$ cat src/rtl/serial_sub.sv
// Bit-serial N-bit subtractor, LSB first, one full-subtractor cell per clock.
// Operands and result move through valid/ready handshakes.
module serial_sub #(
  parameter int N = 8
) (
  input  logic         clk,
  input  logic         rst_n,
  input  logic         in_valid,
  output logic         in_ready,
  input  logic [N-1:0] a,
  input  logic [N-1:0] b,
  input  logic         bin,
  output logic         out_valid,
  input  logic         out_ready,
  output logic [N-1:0] diff,
  output logic         bout,
  output logic         zero,
  output logic         ovf
);

  localparam int CW = (N > 2) ? $clog2(N) : 1;

  typedef enum logic [1:0] {
    IDLE,
    RUN,
    DONE
  } state_t;

  state_t r_state;
  state_t w_state_nxt;

  logic [N-1:0]  r_sa;
  logic [N-1:0]  r_sb;
  logic [N-1:0]  r_sd;
  logic          r_br;
  logic [CW-1:0] r_cnt;

  logic [N-1:0] r_diff;
  logic         r_bout;
  logic         r_zero;
  logic         r_ovf;

  logic         w_x;
  logic         w_y;
  logic         w_d;
  logic         w_bn;
  logic [N-1:0] w_sd_nxt;
  logic         w_accept;
  logic         w_last;

  assign w_x      = r_sa[0];
  assign w_y      = r_sb[0];
  assign w_d      = w_x ^ w_y ^ r_br;
  assign w_bn     = (~w_x & w_y) | (~w_x & r_br) | (w_y & r_br);
  assign w_sd_nxt = {w_d, r_sd[N-1:1]};
  assign w_accept = (r_state == IDLE) && in_valid;
  assign w_last   = (r_state == RUN) && (r_cnt == CW'(N - 1));

  always_ff @(posedge clk or negedge rst_n) begin
    if (!rst_n) begin
      r_state <= IDLE;
    end else begin
      r_state <= w_state_nxt;
    end
  end

  always_comb begin
    w_state_nxt = r_state;
    unique case (r_state)
      IDLE: if (in_valid) w_state_nxt = RUN;
      RUN:  if (w_last) w_state_nxt = DONE;
      DONE: if (out_ready) w_state_nxt = IDLE;
      default: w_state_nxt = IDLE;
    endcase
  end

  always_comb begin
    in_ready  = 1'b0;
    out_valid = 1'b0;
    unique case (r_state)
      IDLE: in_ready = 1'b1;
      RUN:  ;
      DONE: out_valid = 1'b1;
      default: ;
    endcase
  end

  always_ff @(posedge clk or negedge rst_n) begin
    if (!rst_n) begin
      r_sa  <= '0;
      r_sb  <= '0;
      r_sd  <= '0;
      r_br  <= 1'b0;
      r_cnt <= '0;
    end else if (w_accept) begin
      r_sa  <= a;
      r_sb  <= b;
      r_br  <= bin;
      r_cnt <= '0;
    end else if (r_state == RUN) begin
      r_sa <= r_sa >> 1;
      r_sb <= r_sb >> 1;
      r_sd <= w_sd_nxt;
      r_br <= w_bn;
      // Counter parks at N-1 instead of wrapping.
      if (!w_last) r_cnt <= r_cnt + CW'(1);
    end
  end

  // Result registers change only when a result completes.
  always_ff @(posedge clk or negedge rst_n) begin
    if (!rst_n) begin
      r_diff <= '0;
      r_bout <= 1'b0;
      r_zero <= 1'b0;
      r_ovf  <= 1'b0;
    end else if (w_last) begin
      r_diff <= w_sd_nxt;
      r_bout <= w_bn;
      r_zero <= (w_sd_nxt == '0);
      r_ovf  <= r_br ^ w_bn;
    end
  end

  assign diff = r_diff;
  assign bout = r_bout;
  assign zero = r_zero;
  assign ovf  = r_ovf;

endmodule
$ cat config.mk
export PLATFORM = sky130hd
export DESIGN_NAME = serial_sub
export DESIGN_NICKNAME = d
export VERILOG_FILES = /design/src/rtl/serial_sub.sv
export SDC_FILE = /design/constraint.sdc
export NUM_CORES = 1
export LEC_CHECK = 0
export BUFFER_PORTS_ARGS = -buffer_cell sky130_fd_sc_hd__buf_4
export CORE_AREA = 5 5 72 74
export CTS_CLUSTER_DIAMETER = 200
export DETAILED_ROUTE_END_ITERATION = 12
export DIE_AREA = 0 0 77 79
export SETUP_SLACK_MARGIN = 0.5
export SLEW_MARGIN = 20
export SYNTH_ARGS = -nofsm -noshare
export SYNTH_HDL_FRONTEND = slang
export SYNTH_SLANG_ARGS = --single-unit
$ cat constraint.sdc
create_clock -name clk -period 2.25 [get_ports clk]
set_input_delay 0.1125 -clock clk [delete_from_list [all_inputs] [get_ports clk]]
set_output_delay 0.1125 -clock clk [all_outputs]
set_load 0.05 [all_outputs]
==> out/qor.tcl <==
set qor(run_status) {complete, no violations}
set qor(final_antenna_net_count) 0
set qor(die_y_um) 79
set qor(io_pins) 34
set qor(max_slew.worst_pin.slew_ps) 617
set qor(crit_top_cell) {ha_1}
set qor(tritoncts_buffers) 5
set qor(netSwitchingFraction_pct) 41.6
set qor(global_route.usage.total_pct) 12.4
set qor(dieWidth_um) 77
set qor(cts-root-to-sink-buffers) 2
set qor(timing.critical_path.to_type) {register}
set qor(yosys_register_bits) 40
set qor(arrival_ps) 1800
set qor(yosys_warnings) 0
set qor(setup_skew_ps) 5.70
set qor(placedCellCount) 237
set qor(power.net_switching_w) 0.00130
set qor(crit_start_category) {register}
set qor(power_frac_clock_pct) 15.9
set qor(post_route_drc_violation_count) 0
set qor(layout.nets) 216
set qor(power-per-cell-area_nw_per_um2) 1500
set qor(timing.critical_path.cells) {ha_1 -> ha_1 -> nor3b_2 -> nor2_1 -> mux2_2}
set qor(synth_seq_area_share_pct) 58.8
set qor(report.final.hold_viol_count) 0
set qor(design.core.area_um2) 4540
set qor(antenna_found_initial) 0
set qor(cp_data_required_time_ps) 2420
set qor(fmax_ghz) 0.613
set qor(vias_per_cell) 4.92
set qor(grt_first_pass_wirelength_um) 6110
set qor(overflow) 0
set qor(cts_root_buf) {clkbuf_8}
set qor(grt_max_degree) 41
set qor(fillers) 421
set qor(syn-cell-area_um2) 1700
set qor(totalNegativeSetupSlack_ps) 0
set qor(period_needed_ps) 1630
set qor(hpwlAfterDp_um) 2390
set qor(via_count_of_the_first_global_routing_pass) 1321
set qor(crit_fanout) 4
set qor(leakagePower_nw) 1.08
set qor(cts.sink_count) 40
set qor(peakVddDrop_mv) 0.504
set qor(clk_pin_slew_worst_paths_ps) 60
set qor(place_congestion) 0.769
set qor(n_antenna_cell) 0
set qor(firstDrtPassIters) 5
set qor(wire_length_per_cell_um) 13.5
set qor(total_power_w) 0.00313
set qor(hp-class) {in2reg}
set qor(power_report.internal_total_w) 0.00183
set qor(drive_gt1_share_pct) 24.5
set qor(route.vias.total) 1210
set qor(worst-setup-path-type) {reg2reg}
set qor(share_seq_of_total_power_pct) 40.0
set qor(timing.critical_path.slowest_stage_cell) {dfrtp_1}
set qor(placed_area_um2) 1970
set qor(htree_num_levels) 2
set qor(wirelength_um) 3320
set qor(crit_path_max_incr_delay_ps) 390
set qor(post-route-period-util_pct) 72.5
set qor(flow.area_growth_from_synthesis_pct) 22.9
set qor(timing.max_slew.rel_slack_pct) 58.9
set qor(syn_area_per_cell_um2) 10.9
set qor(synthCells) 156
set qor(start_util_pct) 37.5
set qor(fin_area_um2) 2090
set qor(synth.net_count) 180
set qor(worstSkewPairLatency_ps) 290
set qor(max_cap_viol_count) 0
set qor(row_count) 25
set qor(grt_setup_unrepaired) {no}
set qor(finalCoreUtilization_pct) 46.1
set qor(drtIter0Drc) 29
set qor(clock_tree_from_tritoncts) {done}
set qor(yosys.cell_types.count) 22
set qor(cts.repair_timing.setup_buffer_count) 0
set qor(final_max_slew_viol_count) 0
set qor(port-buffer-count) 33
set qor(power.combinational.fraction_pct) 44.1
set qor(report.final.setup_viol) 0
set qor(finalNonFillerCells) 246
set qor(fp.dieArea_um2) 6080
[what timing repair did]
item,4_1_cts,5_1_grt
resized for setup,0,0
endpoints found under the hold margin,41,0
hold buffers,2,0
[synthesized netlist by cell type]
cell,count,share of area (%)
nand2_1,57,13
dfrtp_1,40,59
a22oi_1,15,6.6
mux2_1,8,5.3
o21ai_1,7,2.1
buf_2,4,1.2
inv_1,3,0.66
a22o_1,2,1.0
buf_4,2,0.88
buf_6,2,1.3
ha_1,2,1.5
nand2b_1,2,0.74
nor2_1,2,0.44
nor3b_2,2,1.5
fa_1,1,1.2
mux2_2,1,0.66
nand3b_4,1,1.2
nor2b_1,1,0.37
nor4_1,1,0.37
nor4b_1,1,0.51
o21bai_2,1,0.66
xnor2_1,1,0.51
[placed cells by master, fill, tap and decap left out, types with 2 or more instances in the layout]
cell type	count
nand2_1	57
dfrtp_1	40
buf_4	35
a22oi_1	15
mux2_1	8
o21ai_1	7
clkbuf_8	7
inv_1	3
nor2_1	2
nand2b_1	2
nor3b_2	2
a22o_1	2
ha_1	2
dlygate4sd3_1	2
[sequential cells by signal (all words and copies together) (netlist names), 2 cells and up]
register and cells:
r_cnt 3, r_state 2, diff 8, r_sb 8, r_sd 7, r_sa 8
[cell type report]
class	count	area [µm²]	area share, %
sequential	40	1000	47.9
inverter	3	11.3	0.539
clock buffer	7	96.3	4.61
tap	54	67.6	3.23
multi-input combinational	105	632	30.2
timing repair buffer	37	283	13.5
[stage by stage]
stage | hold slack, ps | worst slack (ps)
floorplan | -183 | 762
global placement | 110 | 734
detailed placement | 123 | 613
CTS | 25.0 | 604
global route | 37.3 | 505
finish | 35.3 | 620
[worst paths after layout]
check,start,cells past startpoint,to,slack (ps)
hold / removal,b[7],3,r_sb[7],40
setup / recovery,r_cnt[0],5,r_cnt[0],620
setup reg to reg,r_cnt[0],5,r_cnt[0],620
hold reg to reg,r_sa[0],2,r_sa[0],480
max in group asynchronous,rst_n,2,r_sa[1],1560
min in group asynchronous,rst_n,2,diff[2],340
[cells by family (layout without fill, tap and decap cells)]
group	after synthesis	after routing	share of synthesized area [%]
buffers and inverters	11	47	4.04
AND/OR/NAND/NOR	67	67	17.6
multiplexers	9	9	5.96
XOR/XNOR	1	1	0.515
flip-flops	40	40	58.8
AO/OA/AOI/OAI	25	25	10.4
adder cells (fa/ha/maj)	3	3	2.65
[metal layers]
| metal | vias to the layer above | track usage [%] | wire length (µm) |
|---|---|---|---|
| met4 | 0 | 3.26 | 38 |
| li1 | 594 | - | - |
| met1 | 574 | 15.0 | 1390 |
| met5 | - | 0 | 0 |
| met2 | 37 | 20.1 | 1580 |
| met3 | 5 | 5.67 | 312 |
[power by group through the flow]
| stage | clock [W] | sequential [W] | combinational (W) |
|---|---|---|---|
| 2_1_floorplan | 0 | 0.00151 | 0.000784 |
| 3_3_place_gp | 0 | 0.00125 | 0.00135 |
| 3_5_place_dp | 0 | 0.00127 | 0.00141 |
| 4_1_cts | 0.000523 | 0.00126 | 0.00141 |
| 5_1_grt | 0.000559 | 0.00131 | 0.00154 |
| 6_report | 0.000497 | 0.00125 | 0.00138 |
[critical path, delay by kind of cell (launching register included)]
family                   cells  cell delay [ps]
flip-flops                   1              390
adder cells (fa/ha/maj)      2              450
AND/OR/NAND/NOR              2              410
multiplexers                 1              270
Power figures use the tool's default switching activity.
